[src/rtl/cpu_types_pkg.sv]
// Shared CPU memory-system types: word, RAM port state and arbiter FSM state.
// Latency: n/a (types only).
// Backpressure: n/a (types only).
package cpu_types_pkg;
    localparam int WORD_W = 32;

    typedef logic [WORD_W-1:0] word_t;

    // Status reported by the RAM model/controller for the current request.
    typedef enum logic [1:0] {
        FREE   = 2'd0,
        BUSY   = 2'd1,
        ACCESS = 2'd2,
        ERROR  = 2'd3
    } ramstate_t;

    // Arbiter ownership of the single RAM port.
    typedef enum logic [1:0] {
        IDLE   = 2'd0,
        IGRANT = 2'd1,
        DGRANT = 2'd2
    } arb_state_t;
endpackage

[src/rtl/cache_mem_arbiter_if.sv]
// Bundle of icache, dcache and RAM port signals around the memory arbiter.
// Latency: n/a (wiring only).
// Backpressure: iwait/dwait stall the caches; ramstate paces the arbiter.
// Ports: slave = arbiter side, master = caches + RAM side (used by the bench).
interface cache_mem_arbiter_if;
    import cpu_types_pkg::*;

    // icache side
    logic      iREN;
    word_t     iaddr;
    logic      iwait;
    word_t     iload;
    // dcache side
    logic      dREN;
    logic      dWEN;
    word_t     daddr;
    word_t     dstore;
    logic      dwait;
    word_t     dload;
    // RAM side
    logic      ramREN;
    logic      ramWEN;
    word_t     ramaddr;
    word_t     ramstore;
    word_t     ramload;
    ramstate_t ramstate;
    // status
    logic      arb_err;

    modport slave (
        input  iREN, iaddr, dREN, dWEN, daddr, dstore, ramload, ramstate,
        output iwait, iload, dwait, dload,
        output ramREN, ramWEN, ramaddr, ramstore, arb_err
    );

    modport master (
        output iREN, iaddr, dREN, dWEN, daddr, dstore, ramload, ramstate,
        input  iwait, iload, dwait, dload,
        input  ramREN, ramWEN, ramaddr, ramstore, arb_err
    );
endinterface

[src/rtl/cache_mem_arbiter_timer.sv]
// Grant watchdog: counts grant cycles and flags the last allowed one.
// Latency: expired is combinational from the registered count.
// Backpressure: none; clear has priority over enable.
// Ports: CLK, nRST (sync, active-low), clear_i, enable_i -> expired_o.
module arb_wait_timer #(
    parameter int TIMEOUT = 64,
    parameter int TW      = 7
) (
    input  logic CLK,
    input  logic nRST,
    input  logic clear_i,
    input  logic enable_i,
    output logic expired_o
);
    localparam logic [TW-1:0] LAST = TW'(TIMEOUT - 1);

    logic [TW-1:0] cnt_q, cnt_d;

    always_comb begin
        cnt_d = cnt_q;
        if (clear_i) begin
            cnt_d = '0;
        end else if (enable_i) begin
            cnt_d = cnt_q + 1'b1;
        end
    end

    always_ff @(posedge CLK) begin
        if (!nRST) begin
            cnt_q <= '0;
        end else begin
            cnt_q <= cnt_d;
        end
    end

    // Count is 0 in the first grant cycle, so LAST marks grant cycle TIMEOUT;
    // the counter reaches TIMEOUT on the edge that ends it.
    assign expired_o = enable_i && (cnt_q == LAST);
endmodule

[src/rtl/cache_mem_arbiter.sv]
// Arbitrates icache/dcache requests onto one RAM port (IDLE/IGRANT/DGRANT).
// Latency: 1-cycle arbitration in IDLE, then the grant lasts until ramstate ACCESS.
// Backpressure: owner's wait drops only on ACCESS; non-owner wait = its request.
// Ports: CLK, nRST (sync, active-low), bus (cache_mem_arbiter_if.slave).
// Option: define ROUND_ROBIN_EN for last-served tie-breaking (default: dcache priority).
module cache_mem_arbiter
    import cpu_types_pkg::*;
#(
    parameter int TIMEOUT = 64,
    parameter int TW      = 7
) (
    input  logic                  CLK,
    input  logic                  nRST,
    cache_mem_arbiter_if.slave    bus
);
    arb_state_t state_q, state_d;
    logic       arb_err_q, arb_err_d;
    logic       dreq;
    logic       d_wins;
    logic       expired;
    logic       timer_clear, timer_en;

`ifdef ROUND_ROBIN_EN
    // 0 = icache served last, 1 = dcache served last.
    logic last_q, last_d;
`endif

    assign dreq = bus.dREN | bus.dWEN;

`ifdef ROUND_ROBIN_EN
    // On a tie the side that was not served last wins.
    assign d_wins = dreq && (!bus.iREN || !last_q);
`else
    assign d_wins = dreq;
`endif

    assign timer_clear = (state_q == IDLE);
    assign timer_en    = (state_q != IDLE);

    arb_wait_timer #(
        .TIMEOUT (TIMEOUT),
        .TW      (TW)
    ) u_timer (
        .CLK       (CLK),
        .nRST      (nRST),
        .clear_i   (timer_clear),
        .enable_i  (timer_en),
        .expired_o (expired)
    );

    // Read data is forwarded unconditionally; the wait lines qualify it.
    assign bus.iload   = bus.ramload;
    assign bus.dload   = bus.ramload;
    assign bus.arb_err = arb_err_q;

    always_comb begin
        state_d      = state_q;
        arb_err_d    = arb_err_q;
        bus.ramREN   = 1'b0;
        bus.ramWEN   = 1'b0;
        bus.ramaddr  = '0;
        bus.ramstore = '0;
        bus.iwait    = bus.iREN;
        bus.dwait    = dreq;
`ifdef ROUND_ROBIN_EN
        last_d       = last_q;
`endif

        case (state_q)
            IDLE: begin
                if (d_wins) begin
                    state_d = DGRANT;
`ifdef ROUND_ROBIN_EN
                    last_d  = 1'b1;
`endif
                end else if (bus.iREN) begin
                    state_d = IGRANT;
`ifdef ROUND_ROBIN_EN
                    last_d  = 1'b0;
`endif
                end
            end

            DGRANT: begin
                // Owner wait stays high unless the access completes, so an
                // abandoned request never produces a false completion pulse.
                bus.dwait = 1'b1;
                if (!dreq) begin
                    state_d = IDLE;
                end else begin
                    bus.ramaddr  = bus.daddr;
                    bus.ramstore = bus.dstore;
                    bus.ramWEN   = bus.dWEN;
                    bus.ramREN   = bus.dREN & ~bus.dWEN;
                    if (bus.ramstate == ACCESS) begin
                        bus.dwait = 1'b0;
                        state_d   = IDLE;
                    end else if (bus.ramstate == ERROR || expired) begin
                        state_d   = IDLE;
                        arb_err_d = 1'b1;
                    end
                end
            end

            IGRANT: begin
                bus.iwait = 1'b1;
                if (!bus.iREN) begin
                    state_d = IDLE;
                end else begin
                    bus.ramREN  = 1'b1;
                    bus.ramaddr = bus.iaddr;
                    if (bus.ramstate == ACCESS) begin
                        bus.iwait = 1'b0;
                        state_d   = IDLE;
                    end else if (bus.ramstate == ERROR || expired) begin
                        state_d   = IDLE;
                        arb_err_d = 1'b1;
                    end
                end
            end

            default: begin
                state_d = IDLE;
            end
        endcase

        // While reset is asserted the caches see plain IDLE behaviour; the RAM
        // port itself is released from the cycle after the reset edge.
        if (!nRST) begin
            bus.iwait = bus.iREN;
            bus.dwait = dreq;
        end
    end

    always_ff @(posedge CLK) begin
        if (!nRST) begin
            state_q   <= IDLE;
            arb_err_q <= 1'b0;
`ifdef ROUND_ROBIN_EN
            last_q    <= 1'b0;
`endif
        end else begin
            state_q   <= state_d;
            arb_err_q <= arb_err_d;
`ifdef ROUND_ROBIN_EN
            last_q    <= last_d;
`endif
        end
    end
endmodule

[src/flat_wrapper.sv]
// flat-port wrapper written by rule: the top's interface ports become plain ports
module cache_mem_arbiter_flat import cpu_types_pkg::*;
#(
    parameter int TIMEOUT = 64,
    parameter int TW      = 7
)
  (CLK, nRST, bus_iREN, bus_iaddr, bus_dREN, bus_dWEN, bus_daddr, bus_dstore, bus_ramload, bus_ramstate, bus_iwait, bus_iload, bus_dwait, bus_dload, bus_ramREN, bus_ramWEN, bus_ramaddr, bus_ramstore, bus_arb_err);
  cache_mem_arbiter_if bus_i ();
  input  logic CLK;
  input  logic nRST;
  input wire logic [$bits(bus_i.iREN)-1:0] bus_iREN;
  input wire logic [$bits(bus_i.iaddr)-1:0] bus_iaddr;
  input wire logic [$bits(bus_i.dREN)-1:0] bus_dREN;
  input wire logic [$bits(bus_i.dWEN)-1:0] bus_dWEN;
  input wire logic [$bits(bus_i.daddr)-1:0] bus_daddr;
  input wire logic [$bits(bus_i.dstore)-1:0] bus_dstore;
  input wire logic [$bits(bus_i.ramload)-1:0] bus_ramload;
  input wire logic [$bits(bus_i.ramstate)-1:0] bus_ramstate;
  output wire logic [$bits(bus_i.iwait)-1:0] bus_iwait;
  output wire logic [$bits(bus_i.iload)-1:0] bus_iload;
  output wire logic [$bits(bus_i.dwait)-1:0] bus_dwait;
  output wire logic [$bits(bus_i.dload)-1:0] bus_dload;
  output wire logic [$bits(bus_i.ramREN)-1:0] bus_ramREN;
  output wire logic [$bits(bus_i.ramWEN)-1:0] bus_ramWEN;
  output wire logic [$bits(bus_i.ramaddr)-1:0] bus_ramaddr;
  output wire logic [$bits(bus_i.ramstore)-1:0] bus_ramstore;
  output wire logic [$bits(bus_i.arb_err)-1:0] bus_arb_err;
  assign bus_i.iREN = bus_iREN;
  assign bus_i.iaddr = bus_iaddr;
  assign bus_i.dREN = bus_dREN;
  assign bus_i.dWEN = bus_dWEN;
  assign bus_i.daddr = bus_daddr;
  assign bus_i.dstore = bus_dstore;
  assign bus_i.ramload = bus_ramload;
  assign bus_i.ramstate = bus_ramstate;
  assign bus_iwait = bus_i.iwait;
  assign bus_iload = bus_i.iload;
  assign bus_dwait = bus_i.dwait;
  assign bus_dload = bus_i.dload;
  assign bus_ramREN = bus_i.ramREN;
  assign bus_ramWEN = bus_i.ramWEN;
  assign bus_ramaddr = bus_i.ramaddr;
  assign bus_ramstore = bus_i.ramstore;
  assign bus_arb_err = bus_i.arb_err;
  cache_mem_arbiter #(.TIMEOUT(TIMEOUT), .TW(TW)) u_core (.CLK(CLK), .nRST(nRST), .bus(bus_i));
endmodule
[config.mk]
export PLATFORM = sky130hd
export DESIGN_NAME = cache_mem_arbiter_flat
export DESIGN_NICKNAME = d
export VERILOG_FILES = /design/src/rtl/cpu_types_pkg.sv /design/src/rtl/cache_mem_arbiter_if.sv /design/src/rtl/cache_mem_arbiter_timer.sv /design/src/rtl/cache_mem_arbiter.sv /design/src/flat_wrapper.sv
export SDC_FILE = /design/constraint.sdc
export NUM_CORES = 1
export LEC_CHECK = 0
export BUFFER_PORTS_ARGS = -buffer_cell sky130_fd_sc_hd__buf_2
export CORE_AREA = 2 2 104 106
export DETAILED_ROUTE_END_ITERATION = 8
export DIE_AREA = 0 0 106 108
export PLACE_DENSITY_LB_ADDON = 0.2
export SLEW_MARGIN = 20
export SYNTH_ARGS = -nofsm -noshare
export SYNTH_HDL_FRONTEND = slang
export SYNTH_SLANG_ARGS = --single-unit
[constraint.sdc]
create_clock -name CLK -period 1.9 [get_ports CLK]
set_input_delay 0.285 -clock CLK [delete_from_list [all_inputs] [get_ports CLK]]
set_output_delay 0.285 -clock CLK [all_outputs]
set_load 0.01 [all_outputs]
* After elaboration in Yosys (flattened, before gate mapping)
Index checks and enable logic that the tools add are counted.
** Storage, ports and cells
- Output and inout port bits :: 133
- Register bits after elaboration :: 10
** Cells by class
- Bitwise operators :: 4
- Mux-type cells :: 29
- Equality and inequality tests :: 8
- Reduce and logical (&&, ||, !) cells :: 7
- Add/subtract/negate cells :: 1
** Operators by type and width (number)
- $mux 32 :: 4
- $pmux 32 s2 :: 1
- $mux 1 :: 15
- $mux 2 :: 6
- $add 7x1->7 const B :: 1
- $eq 7x6->1 const B :: 1
- $eq 2x2->1 const B :: 3
- $pmux 2 s3 :: 1
- $pmux 1 s2 :: 2
- $reduce_bool 2->1 :: 2
- $ne 3x2->1 const B :: 1
- $reduce_and 3->1 :: 1
- $eq 2x1->1 const B :: 1
- $logic_not 2->1 :: 1
- $ne 2x1->1 const B :: 1
- $ne 2x2->1 const B :: 1
- $not 1->1 :: 2
- $reduce_or 2->1 :: 1
- $and 1x1->1 :: 1
- $logic_and 1x1->1 :: 1
- $logic_or 1x1->1 :: 1
- $or 1x1->1 :: 1

* Logic depth before layout (Yosys ltp)
- Depth in word-level cells :: 7
- Depth in mapped cells :: 7
- Mapped depth without buffers :: 5

* By module
Synthesis repeated with hierarchy kept, for this count alone.
** Unflattened totals
- Cells, all modules :: 245
- Area total of the unflattened synthesis :: 1816.7 um2
** By module, submodules not included
- cache_mem_arbiter :: area an instance 1534.0 um2, sequential area each 60.1 um2, cells each 214, instances 1
- arb_wait_timer :: area an instance 282.8 um2, sequential area each 140.1 um2, cells each 31, instances 1

* Worst setup path before layout
OpenSTA, ideal clock, no wires.
- Path kind :: reg-to-output
- From :: register u_core.state_q[1]
- To :: output bus_ramaddr[10]
- Stages on the path, launching flop included :: 8
- Setup slack :: 287 ps
- Required time :: 1615 ps
- Data arrival time :: 1328 ps
- Cell sequence :: dfxtp_1 -> inv_1 -> ha_1 -> and2_1 -> buf_6 -> buf_4 -> a22oi_1 -> nor2b_1
** On the way
- Cells in the longest elaborated chain, start to end :: 2
- Elaborated cells between the ends (all ways) :: 3
- Those cells by class :: 2 x eq/ne; 1 x mux
** Ends and longest elaborated chain
- from (decl) :: line cache_mem_arbiter.sv:16 : arb_state_t state_q, state_d;
- from (signal assigned) :: line cache_mem_arbiter.sv:143 : state_q <= state_d;
- $eq 2x1->1 / $eq 2x2->1 (equally long branches) :: line cache_mem_arbiter.sv:69 : case (state_q)
- $pmux 32 s2 * :: line cache_mem_arbiter.sv:69
- to (decl) :: line flat_wrapper.sv:25 : output wire logic [$bits(bus_i.ramaddr)-1:0] bus_ramaddr;
Mark *: on every way between the ends. The rest lies on a longest branch, timed or not.

* Worst setup path after layout
- From :: register u_core.state_q[1]
- To :: output bus_ramaddr[23]
The elaborated chain is that of the path after synthesis.

==> flow_metrics.tcl <==
set metrics [dict create \
    crit_path_end_kind "primary output" \
    period_share 1.00 \
    synth_fp_nets 387 \
    synthSimpleGateAreaFrac 0.306 \
    max_slew_margin 0.805 \
    yosys-top-cells-count "buf_4, and2_1, a22oi_1, nor2b_1, dfxtp_1" \
    syn_area_per_cell_um2 7.43 \
    setup-violations-final 2 \
    nFillCells 1142 \
    crit_family "buffers and inverters" \
    placedCellCount 484 \
    path_clk_slew_ns 0.05 \
    clock-sinks 10 \
    fin_cells 508 \
    synth_area_leaders "buf_4, a22oi_1, and2_1, nor2b_1, dfxtp_1" \
    die_h_um 108 \
    htree_levels 1 \
    drive_gt1_frac 0.694 \
    cp_data_arrival_time_ns 1.62 \
    grt_max_degree 22 \
    grt_pass1_vias 1943 \
    slowest_delay_ns 0.36 \
    yosysSeqAreaShare 0.109 \
    synth_flop_cell "dfxtp_1" \
    synth_fa_ha_area_frac 0.0341 \
    synthMostInstantiatedCell "buf_4" \
    port_buffers 171 \
    clkLatencyLatePin_ns 0.24 \
    antennaDiodeCount 0 \
    post_drt_wl_per_cell_um 15.5 \
    worst-path-buf-inv 4 \
    power_density_mw_per_mm2 382 \
    hold_viol 0 \
    fin_hold_ws_ns 0.382 \
    area_delta_synth_final_pct 65.3 \
    crit_fanout 8 \
    cp_slowest_cell "dfxtp_4" \
    violations "negative setup slack" \
    root_buffer "clkbuf_8" \
    grt_pass1_wl_um 10400 \
    max-cap-violations 0 \
    track_usage 0.115 \
    post_drt_via_cell_ratio 4.16 \
    wirelength_um 7850 \
    synth_compound_area_frac 0.203 \
    worstMarginPinSlew_ns 0.293 \
    synth_seq_cells 10 \
    setup-tns-final_ns -0.00625 \
    yosysTopAreaCell "buf_4" \
    power.total_uw 1160 \
    synth_top_family_by_area "buffers and inverters" \
    synthMuxAreaShare 0.00614 \
    drv_slew 0 \
    vdd_drop_max_mv 0.288 \
    cts_buffer_depth 2 \
    die_area_mm2 0.0114 \
    place_hpwl_um 5730 \
    ys_types 35 \
    synth_xor_area_frac 0.0143 \
    synthArstFlopShare 0 \
    status "finished, violations left" \
    syn_inst 247 \
    synth_edf_count 0 \
    rsz0062_at_grt "true" \
    drc 0 \
    io_pins 268 \
    crit_type "reg -> out" \
    min_path_type "in -> reg" \
    worst_slack_ns -0.00368 \
    die_w_um 106 \
    grt_antenna_before_repair 0 \
    cp_cell_sequence "buf_6 > ha_4 > o21a_4 > buf_4 > buf_12 > a22oi_1 > nor2b_1 > buf_2" \
    fin_crit_ns 1.90 \
    cts_tree "built" \
    cts_inserted_buffers 3 \
    core-area_mm2 0.0102 \
    finClkSkew_ns 0.000758 \
    fmax_mhz 525 \
    firstDrtPassIters 4 \
    drt-initial-drc-count 63 \
    overflow 0 \
    ys.warnings.count 0 \
    synth_top_area_share 0.274 \
    nNetsFinal 513 \
    rows 37 \
    place_congestion 0.742 \
    postLayoutCoreUtil 0.296 \
    detail-route-antenna-nets 0 \
    leakage_uw 0.00145 \
    floorplan.initialDensity 0.179 \
    num_vias 2112 \
    syn-cell-area_mm2 0.00183 \
    worst_ep_required_time_ns 1.62 \
    crit_path_start_kind "flop" \
]
[final timing paths]
check                           from  cells past startpoint  slack [ns]                      end
max                u_core.state_q[1]                      8      -0.004          bus_ramaddr[23]
max reg2reg        u_core.state_q[1]                      9        0.24        u_core.state_q[1]
min reg2reg  u_core.u_timer.cnt_q[0]                      1        0.45  u_core.u_timer.cnt_q[0]
min                  bus_ramstate[1]                      4        0.38        u_core.state_q[0]
[final cells by class]
type                            instances  area, um2  share of cell area
Tap cell                              136        170              0.0561
Sequential cell                        10        208              0.0685
Inverter                                3       13.8             0.00454
Clock buffer                            4       55.1              0.0182
Multi-Input combinational cell        156       1250               0.413
Timing Repair Buffer                  199       1330               0.440
[cell usage in the layout, fill, tap and decap left out, drive strengths merged]
cell	count
a22oi	33
o21a	3
a21oi	5
o2bb2ai	1
clkbuf	8
a21o	2
and3	1
and4bb	1
o21ai	3
o31ai	1
and2	34
or3	2
mux2	1
xor2	1
nor2b	33
ha	5
inv	3
dfxtp	10
nand3	2
o211ai	2
nand2b	3
buf	195
nand2	9
nor4bb	1
nor3	1
nor2	9
o22ai	1
xnor2	2
[layer usage]
metal	part of all wire	vias up	track usage	wire length, um
li1	-	1016	-	-
met1	0.39	937	0.133	3030
met2	0.51	144	0.219	4020
met3	0.088	15	0.0247	693
met4	0.014	0	0.0179	109
met5	0	-	0	0
[worst reg2reg max path, delay by kind of cell, from the launching register on]
family	cells	cell delay (ns)
buffers and inverters	5	0.65
adders and majority gates	1	0.15
DFF	1	0.36
AOI/OAI and AO/OA	3	0.38
[kinds of logic (layout without fill, tap and decap cells)]
kind of cell,Yosys count,count (layout)
xor+xnor,3,3
flops,10,10
compound gates,50,51
simple gates,96,96
mux,1,1
fa+ha+maj,5,5
buf+inv,82,206
[power breakdown]
part           internal, uW  total, uW  switching [uW]
clock                   183        272            89.6
combinational           373        662             289
sequential              216        224            7.34
[stage by stage]
| stage | setup slack [ns] | instance area [um2] |
|---|---|---|
| floorplan | 0.287 | 1830 |
| global placement | 0.0131 | 2350 |
| detailed placement | -0.0748 | 2350 |
| CTS | -0.0420 | 2610 |
| global route | -0.0729 | 3030 |
| finish | -0.00368 | 3030 |
[flip-flops by register name, summed over array words and instances (netlist names)]
register and flops:
u_core.state_q 2, u_core.u_timer.cnt_q 7, u_core.bus.arb_err 1
[timing repair]
action	CTS	global route
hold buffers	0	0
setup buffers	3	9
gates resized for setup	28	50
gates cloned	4	4
pin swaps	0	2
setup endpoints to repair	55	44
Power figures use the tool's default switching activity.
